--- src/rtl/scalar_reg_write_arbiter.sv ---
// Round-robin arbiter sharing the scalar register bank write port between ALU and load writeback.
// The granted write is registered into the bank one cycle later; RAW hazards are flagged for two read ports.
module scalar_reg_write_arbiter #(
  parameter int DATA_WIDTH = 32,
  parameter int ADDR_WIDTH = 4,
  parameter int CNT_WIDTH  = 16
) (
  input  logic                  clk,
  input  logic                  rst,
  input  logic                  req0_valid,
  input  logic [ADDR_WIDTH-1:0] req0_addr,
  input  logic [DATA_WIDTH-1:0] req0_data,
  output logic                  req0_ready,
  input  logic                  req1_valid,
  input  logic [ADDR_WIDTH-1:0] req1_addr,
  input  logic [DATA_WIDTH-1:0] req1_data,
  output logic                  req1_ready,
  input  logic [ADDR_WIDTH-1:0] ra1,
  input  logic [ADDR_WIDTH-1:0] ra2,
  output logic                  hazard1,
  output logic                  hazard2,
  output logic                  bank_we,
  output logic [ADDR_WIDTH-1:0] bank_wa,
  output logic [DATA_WIDTH-1:0] bank_wd,
  output logic [CNT_WIDTH-1:0]  conflict_cnt
);

  logic                  ptr_p0;
  logic                  grant0_p0;
  logic                  grant1_p0;
  logic                  vld_p0;
  logic                  both_p0;
  logic [ADDR_WIDTH-1:0] addr_p0;
  logic [DATA_WIDTH-1:0] data_p0;

  function automatic logic [CNT_WIDTH-1:0] sat_inc(input logic [CNT_WIDTH-1:0] v);
    return (&v) ? v : v + {{(CNT_WIDTH-1){1'b0}}, 1'b1};
  endfunction

  function automatic logic raw_hit(input logic [ADDR_WIDTH-1:0] ra);
    return (bank_we && (ra == bank_wa)) ||
           (req0_valid && (ra == req0_addr)) ||
           (req1_valid && (ra == req1_addr));
  endfunction

  // p0: grant selection; ptr_p0=0 favours req0 when both are valid
  always_comb begin
    both_p0   = req0_valid & req1_valid;
    grant0_p0 = ~rst & req0_valid & (~req1_valid | ~ptr_p0);
    grant1_p0 = ~rst & req1_valid & (~req0_valid | ptr_p0);
    vld_p0    = grant0_p0 | grant1_p0;
    addr_p0   = grant1_p0 ? req1_addr : req0_addr;
    data_p0   = grant1_p0 ? req1_data : req0_data;
  end

  assign req0_ready = grant0_p0;
  assign req1_ready = grant1_p0;
  assign hazard1    = raw_hit(ra1);
  assign hazard2    = raw_hit(ra2);

  // p0 -> p1: bank write stage, pointer and conflict counter
  always_ff @(posedge clk or posedge rst) begin
    if (rst) begin
      ptr_p0       <= 1'b0;
      bank_we      <= 1'b0;
      bank_wa      <= '0;
      bank_wd      <= '0;
      conflict_cnt <= '0;
    end else begin
      if (grant0_p0) begin
        ptr_p0 <= 1'b1;
      end else if (grant1_p0) begin
        ptr_p0 <= 1'b0;
      end
      bank_we <= vld_p0;
      if (vld_p0) begin
        bank_wa <= addr_p0;
        bank_wd <= data_p0;
      end
      if (both_p0) begin
        conflict_cnt <= sat_inc(conflict_cnt);
      end
    end
  end

endmodule

--- config.mk ---
export PLATFORM = sky130hd
export DESIGN_NAME = scalar_reg_write_arbiter
export DESIGN_NICKNAME = d
export VERILOG_FILES = /design/src/rtl/scalar_reg_write_arbiter.sv
export SDC_FILE = /design/constraint.sdc
export NUM_CORES = 1
export LEC_CHECK = 0
export CELL_PAD_IN_SITES_DETAIL_PLACEMENT = 2
export CELL_PAD_IN_SITES_GLOBAL_PLACEMENT = 2
export CORE_AREA = 2 2 114 116
export DETAILED_ROUTE_END_ITERATION = 10
export DIE_AREA = 0 0 116 118
export GPL_ROUTABILITY_DRIVEN = 0
export PLACE_DENSITY_LB_ADDON = 0.1
export SLEW_MARGIN = 5
export SYNTH_ARGS = -nofsm -noshare
export SYNTH_HDL_FRONTEND = slang
export SYNTH_SLANG_ARGS = --single-unit
export TNS_END_PERCENT = 20
--- constraint.sdc ---
create_clock -name clk -period 2.3 [get_ports clk]
set_input_delay 0.23 -clock clk [delete_from_list [all_inputs] [get_ports clk]]
set_output_delay 0.23 -clock clk [all_outputs]
set_load 0.01 [all_outputs]
* Word-level counts from Yosys, hierarchy flattened
Index checks and enable logic that the tools add are counted.
Cells by class: add/subtract/negate cells 1, multiply operators 0, divide/modulo/power cells 0, magnitude comparators 0, eq/ne operators 6, shift operators 0, multiplexer cells 4, bitwise operators 13, reductions and logical operators 13
Operators by type and width (count):
- two-way mux 32 bit | 1
- equality test 4 bit | 6
- adder 16 x 1 -> 16 bit, second input constant | 1
- AND reduction 16 bit | 1
- logical AND 1 bit | 6
- AND 1 bit | 5
- NOT 1 bit | 5
- logical OR 1 bit | 4
- two-way mux 4 bit | 1
- bitwise OR 1 bit | 3
- two-way mux 1 bit | 2
- AND reduction 2 bit | 1
- nonzero test 2 bit | 1
Word-level totals: bits in registers 54, latch bits 0, memory bits (writable) 0, ROM bits 0, input bits 84, output and inout port bits 57, memories 0

* Longest topological paths before layout
Gate-level depths: netlist of the first run.
word-level depth 5, mapped depth 6, depth with buffers taken out 5

* Worst setup path after synthesis of the first run
No wires, ideal clock.
path kind input-to-reg, start point in rst, end point reg bank_wa[0], library setup time 127 ps, arrival time 2367 ps, setup slack -194 ps, stages 5, path through inv_1 > o21ai_1 > clkbuf_1 > a222oi_1 > inv_1
On the way: cells in the longest elaborated chain, start to end 4, elaborated cells on any way between the ends 7, those cells by class mux (1); bitwise (6)
RTL lines:
- from (decl) | line 9 | input logic rst,
- NOT 1 bit * | line 49, 50
- AND 1 bit, on equally long branches (2 in series) | line 50, 49
- two-way mux 4 bit or bitwise OR 1 bit (tied branches) | line 52, 51
- to (signal assigned) | line 77 | bank_wa <= addr_p0;
- to (decl) | line 23 | output logic [ADDR_WIDTH-1:0] bank_wa,
Every way passes the cells marked *; elsewhere a longest branch is shown, timed or not. A chain may end at the register's enable or synchronous reset.

* Worst setup path in the final report of the first run
start point in req1_addr[3], end point out hazard2
On the way: cells in the longest elaborated chain, start to end 3
RTL lines:
- from (decl) | line 15 | input logic [ADDR_WIDTH-1:0] req1_addr,
- equality test 4 bit | line 43 | (req1_valid && (ra == req1_addr));
- logical AND 1 bit | line 43
- logical OR 1 bit | line 42 | (req0_valid && (ra == req0_addr)) ||
- to (decl) | line 21 | output logic hazard2,
No other way between the ends.

==> results of run 1 <==
==> critical path, cell delays in order <==
cell and delay (ns):
clkdlybuf4s50_1 0.49, xor2_1 0.19, nor3_1 0.23, nand3_1 0.11, nand3_1 0.11, clkdlybuf4s50_1 0.53
==> metal layers <==
layer / vias up / part of all wire / global-route usage
met5: - / 0 / 0
met4: 0 / 0.010 / 0.0335
met3: 7 / 0.077 / 0.0484
met2: 76 / 0.48 / 0.240
met1: 1254 / 0.43 / 0.170
li1: 1259 / - / -
==> metrics by stage <==
step	area, um2	hold WS, ns	total power [W]	utilization	worst slack, ns
after floorplan	2810	0.301	0.00159	-	0.0977
after global placement	4480	0.462	0.00217	0.361	0.190
after detailed placement	4480	0.474	0.00219	0.361	0.135
after CTS	4630	0.491	0.00301	0.373	0.135
after global routing	4630	0.513	0.00313	0.373	0.0384
final	4630	0.483	0.00294	0.373	0.162
==> where the power goes <==
part	leakage, nW	switching, W	internal [W]
clock	0.0729	0.000357	0.000433
combinational	1.09	0.000377	0.000532
sequential	0.674	0.000154	0.00109
==> area by class of cell <==
class / count / share of cell area
repair buffers: 150 / 0.322
multi-input cells: 202 / 0.299
clock inverters: 2 / 0.00270
well taps: 172 / 0.0465
clock buffers: 6 / 0.0300
flip-flops and latches: 54 / 0.292
inverters: 9 / 0.00811
==> logic make-up after synthesis <==
family / after synthesis
simple gates: 79
fa+ha+maj: 1
buf+inv: 21
mux: 34
flops: 54
xor+xnor: 36
compound gates: 52
==> synthesized netlist by cell type (all sizes together), types with 2 or more instances <==
library cell,count,area (um2)
dfrtp,54,1350
xnor2,16,140
xor2,20,175
and4,3,26.3
a21oi,3,15.0
mux2i,33,330
nand3,13,70.1
nand4,5,37.5
inv,9,33.8
nor3,11,55.1
clkbuf,7,26.3
o2111ai,2,17.5
buf,5,32.5
nand2b,2,12.5
nand2,38,143
nor2,2,7.51
a222oi,4,40.0
o41ai,2,17.5
o21ai,40,204
==> layout by cell type, fill, tap and decap left out, types with 3 or more instances in the layout <==
| cell type | netlist | layout |
|---|---|---|
| a222oi_1 | 4 | 4 |
| and4_1 | 3 | 3 |
| buf_4 | 3 | 9 |
| clkbuf_16 | 0 | 5 |
| clkdlybuf4s50_1 | 0 | 140 |
| dfrtp_1 | 54 | 54 |
| inv_1 | 9 | 8 |
| mux2i_1 | 33 | 33 |
| nand2_1 | 38 | 38 |
| nand3_1 | 12 | 12 |
| nand4_1 | 4 | 4 |
| nor3_1 | 11 | 11 |
| o21ai_0 | 33 | 33 |
| o21ai_1 | 6 | 5 |
| xnor2_1 | 16 | 16 |
| xor2_1 | 20 | 20 |
==> worst paths after layout <==
| kind | slack, ns | endpoint | cells after the start | startpoint |
|---|---|---|---|---|
| min in group asynchronous | 0.63 | bank_wa[0]$_DFFE_PP0P_ | 3 | rst |
| hold reg to reg | 0.48 | bank_wd[10]$_DFFE_PP0P_ | 2 | bank_wd[10]$_DFFE_PP0P_ |
| setup reg to reg | 0.46 | conflict_cnt[15]$_DFFE_PP0P_ | 6 | conflict_cnt[0]$_DFFE_PP0P_ |
| setup / recovery | 0.16 | hazard2 | 6 | req1_addr[3] |
| max in group asynchronous | 1.18 | bank_wd[17]$_DFFE_PP0P_ | 3 | rst |
| hold / removal | 0.48 | bank_wd[10]$_DFFE_PP0P_ | 2 | bank_wd[10]$_DFFE_PP0P_ |
==> sequential cells by signal (all words and copies together), names as in the netlist <==
signal / flops
ptr_p0: 1
bank_wd: 32
bank_wa: 4
conflict_cnt: 16
bank_we: 1
==> summary.md, run 1 <==
| Metric | Value |
|---|---|
| Die area | `13,700 um2` |
| CTS clk-pin slew, worst paths | `0.07 ns` |
| Chip width | `116 um` |
| Hold crit path type | `reg2reg` |
| Antenna Nets Post-Route | `0` |
| DIE HEIGHT | `118 um` |
| Initial Utilization | `0.226` |
| Rows | `41` |
| Synthesized net count | `362` |
| Post-CTS Hold Fix Bufs | `0` |
| DR iter-0 viols | `93` |
| Crit. End Element | `primary output` |
| Status | `complete, no violations` |
| Mux contribution to synthesized area | `0.122` |
| Clock latency on the worst-skew pair | `0.30 ns` |
| N_diodes | `0` |
| Multi-input logic area | `1380 um2` |
| Layout area overhead | `65.0%` |
| YS warnings | `0` |
| Min Tclk post-route | `2.14 ns` |
| Layout net count | `507` |
| Sequential fraction of the synthesis area | `0.482` |
| Main synth FF type | `dfrtp_1` |
| All-Layer GR Usage | `0.141` |
| Post-CTS Setup Bufs | `0` |
| Reg area | `1350 um2` |
| DR vias/cell | `4.36` |
| Hpwl dp | `7320 um` |
| Final period utilization | `0.930` |
| Via count | `2,596` |
| Top Ports | `141` |
| Post-synth ARST share | `1.00` |
| #FFs+latches synth | `54` |
| Complex-gate fraction of the synthesized area | `0.108` |
| Initial DRT Pass Iterations | `4` |
| CTS buffer count | `5` |
| First-pass GRT wire length | `15,100 um` |
| Maximum clock path buffer count | `2` |
| Cells after synthesis | `277` |
| Grt ovf | `0` |
| Post-synthesis average cell area | `10.1 um2` |
| Clk root buf | `clkbuf_16` |
| WL final | `9420 um` |
| RSZ-0062 raised after global routing | `false` |
| Leakage | `1.84 nW` |
| Non-filler cells, final | `595` |
| CP startpoint kind | `input pin` |
| H-tree Lvls | `2` |
| Largest net degree at the start of global routing | `55` |
| Drt wl/cell | `15.8 um` |
| Simple-gate area share of the yosys netlist | `0.139` |
| Placed insts | `587` |
| Sink Count | `54` |
| Adder-Cell Fraction of Synth Area | `0.00446` |
| Max_slew headroom | `0.515` |
| Largest family of logic cells by synthesized area | `simple AND/OR/NAND/NOR gates` |
| Crit path max fanout | `3` |
| Final setup fails | `0` |
| Critical path arrival | `1.91 ns` |
| Vias in the first global route | `2,814` |
| Max-slew violations | `0` |
| Unique cell type count in the Yosys netlist | `32` |
| Syn Std Cell Area | `2800 um2` |
| Worst setup path class | `in2out` |
| Synth Area in XOR/XNOR | `0.112` |
| Pwr Density | `636 nW/um2` |
| Number of synthesized flops with an enable pin | `0` |
| CTS tree | `yes` |
| F_max | `0.468 GHz` |
| Final Skew | `0.00826 ns` |
| Layout fillers | `1,377` |
| Maximum vdd drop | `0.301 mV` |
| Layout cell share with drive strength beyond 1 | `0.0638` |
| WP data required | `2.07 ns` |
| CTS resizes | `0` |
| Max cap viols | `0` |
| Remaining DRCs | `0` |
| Number of port buffers | `140` |
| Initial antenna violation count | `0` |
| Core Box Area | `12,400 um2` |
| Setup TNS | `0 ns` |
| Count of final hold-check violations | `0` |
| Worst-margin pin slew | `0.727 ns` |
Power figures use the tool's default switching activity.
==> inputs of run 2 (changes only) <==
==> constraint.sdc (replaced) <==
create_clock -name clk -period 2.3 [get_ports clk]
set_input_delay 0.46 -clock clk [delete_from_list [all_inputs] [get_ports clk]]
set_output_delay 0.46 -clock clk [all_outputs]
set_load 0.05 [all_outputs]
==> summary.md, run 2 (synthesis gave the netlist of run 1 again) <==
| Metric | Value |
|---|---|
| Status | `complete, no violations` |
| Switching share of power | `0.394` |
| Via count | `2,659` |
| Maximum clock path buffer count | `2` |
| Clock latency on the worst-skew pair | `0.30 ns` |
| Initial DRT Pass Iterations | `4` |
| CTS tree | `yes` |
| Setup TNS | `0 ns` |
| Crit-path max cell delay | `0.49 ns` |
| Largest net degree at the start of global routing | `66` |
| Worst setup path class | `in2out` |
| Crit. End Element | `primary output` |
| Final setup fails | `0` |
| Max reg flops | `32` |
| Most common cell after layout, fill and taps aside | `clkdlybuf4s50_1` |
| DR vias/cell | `4.42` |
| Max-slew violations | `0` |
| Layout cell share with drive strength beyond 1 | `0.0909` |
| Grt ovf | `0` |
| Crit path cell chain | `clkdlybuf4s50_1, xor2_1, nor3_1, nand3_1, nand3_1, buf_12` |
| Min Tclk post-route | `2.21 ns` |
| Final Skew | `0.00375 ns` |
| H-tree Lvls | `2` |
| CP max stage cell | `clkdlybuf4s50_1` |
| Internal | `0.00208 W` |
| Die area | `13,700 um2` |
| Post-CTS Setup Bufs | `0` |
| All-Layer GR Usage | `0.143` |
| Crit path top cell by count | `nand3_1` |
| Biggest regs | `bank_wd x32, conflict_cnt x16, bank_wa x4` |
| Sink Count | `54` |
| CP startpoint kind | `input pin` |
| CTS buffer count | `5` |
| P_sw | `0.00136 W` |
| Part of the power in registers | `0.363` |
| Hpwl dp | `7350 um` |
| Drt wl/cell | `15.7 um` |
| Initial Utilization | `0.226` |
| Worst-margin pin slew | `0.728 ns` |
| First-pass GRT wire length | `15,200 um` |
| Clock Power Share | `0.236` |
| F_max | `0.453 GHz` |
| Biggest register | `bank_wd` |
| RSZ-0062 raised after global routing | `false` |
| Maximum vdd drop | `0.279 mV` |
| Crit path max fanout | `3` |
| WP data required | `1.84 ns` |
| Clk root buf | `clkbuf_16` |
| Initial antenna violation count | `0` |
| Rows | `41` |
| Pwr Density | `724 nW/um2` |
| CTS clk-pin slew, worst paths | `0.07 ns` |
| Layout fillers | `1,358` |
| Layout net count | `513` |
| Vias in the first global route | `2,856` |
| Max_slew headroom | `0.514` |
| Critical path arrival | `1.75 ns` |
| Core Box Area | `12,400 um2` |
| Pre-CTS WS | `0.00606 ns` |
| Max cap viols | `0` |
| Chip width | `116 um` |
| Layout area overhead | `69.3%` |
| Gate power share | `0.402` |
| Most frequent cells in the layout | `clkdlybuf4s50_1, dfrtp_1, nand2_1` |
| Leakage | `1.93 nW` |
| Final period utilization | `0.960` |
| Number of port buffers | `140` |
| Hold crit path type | `reg2reg` |
| Top Ports | `141` |
| Antenna Nets Post-Route | `0` |
| N_diodes | `0` |
| Final worst slack | `0.0912 ns` |
| DR iter-0 viols | `123` |
| DIE HEIGHT | `118 um` |
| Count of final hold-check violations | `0` |
| Remaining DRCs | `0` |
| WL final | `9460 um` |
| Post-CTS Hold Fix Bufs | `0` |
[run 2: cell count changes in the layout (fill, tap and decap cells not counted), sizes merged]
cell / previous run / this run
clkdlybuf4s50: 140 / 133
clkinv: 1 / 0
inv: 8 / 9
dlymetal6s2s: 0 / 3
clkbuf: 6 / 7
buf: 10 / 20
clkinvlp: 2 / 1
[run 2: final timing paths]
kind,slack (ns),depth (start not counted),startpoint,endpoint
worst min-delay path,0.48,2,bank_wd[26]$_DFFE_PP0P_,bank_wd[26]$_DFFE_PP0P_
max in group asynchronous,0.98,3,rst,bank_wd[11]$_DFFE_PP0P_
worst max register to register,0.41,6,conflict_cnt[0]$_DFFE_PP0P_,conflict_cnt[13]$_DFFE_PP0P_
worst min register to register,0.48,2,bank_wd[26]$_DFFE_PP0P_,bank_wd[26]$_DFFE_PP0P_
worst max-delay path,0.09,6,ra2[0],hazard2
min in group asynchronous,0.84,3,rst,conflict_cnt[7]$_DFFE_PP0P_
[run 2: worst max-delay path, delay by kind of cell]
kind / cells / cell delay, ns
buffers and inverters: 2 / 0.64
AND/OR/NAND/NOR: 3 / 0.48
XOR/XNOR: 1 / 0.18
[run 2: final cells by class]
type                    count  area, um2  share of cell area
flip-flops and latches     54       1350               0.285
multi-input cells         202       1400               0.294
repair buffers            156       1590               0.336
well taps                 172        215              0.0453
inverters                   9       37.5             0.00791
clock inverters             1       8.76             0.00185
clock buffers               7        143              0.0300
[run 2: metrics by stage]
stage,cell area [um2],utilization,instances,power (W),hold WS [ns]
6_report,4750,0.382,601,0.00344,0.481
5_1_grt,4750,0.382,601,0.00362,0.516
4_1_cts,4730,0.381,601,0.00350,0.491
3_5_place_dp,4570,0.368,593,0.00267,0.474
3_3_place_gp,4570,0.368,593,0.00264,0.460
2_1_floorplan,2810,-,277,0.00203,0.479
[run 2: repair_timing]
item / CTS / global route
pin swaps: 0 / 1
endpoints found under the setup margin: 1 / 2
cloned: 0 / 0
resized for setup: 1 / 5
[run 2: power by group through the flow]
stage                     Combinational, W  Sequential (W)  Clock, W
after floorplan                   0.000313         0.00171         0
after global placement             0.00139         0.00126         0
after detailed placement           0.00140         0.00127         0
after CTS                          0.00141         0.00125  0.000851
after global routing               0.00147         0.00128  0.000875
final                              0.00138         0.00125  0.000811
[run 2: layer usage]
layer / global-route usage / wire length (um) / vias to the layer above
met5: 0 / 0 / -
met4: 0.0469 / 130 / 0
met3: 0.0505 / 769 / 8
met2: 0.235 / 4560 / 83
met1: 0.174 / 4000 / 1294
li1: - / - / 1274
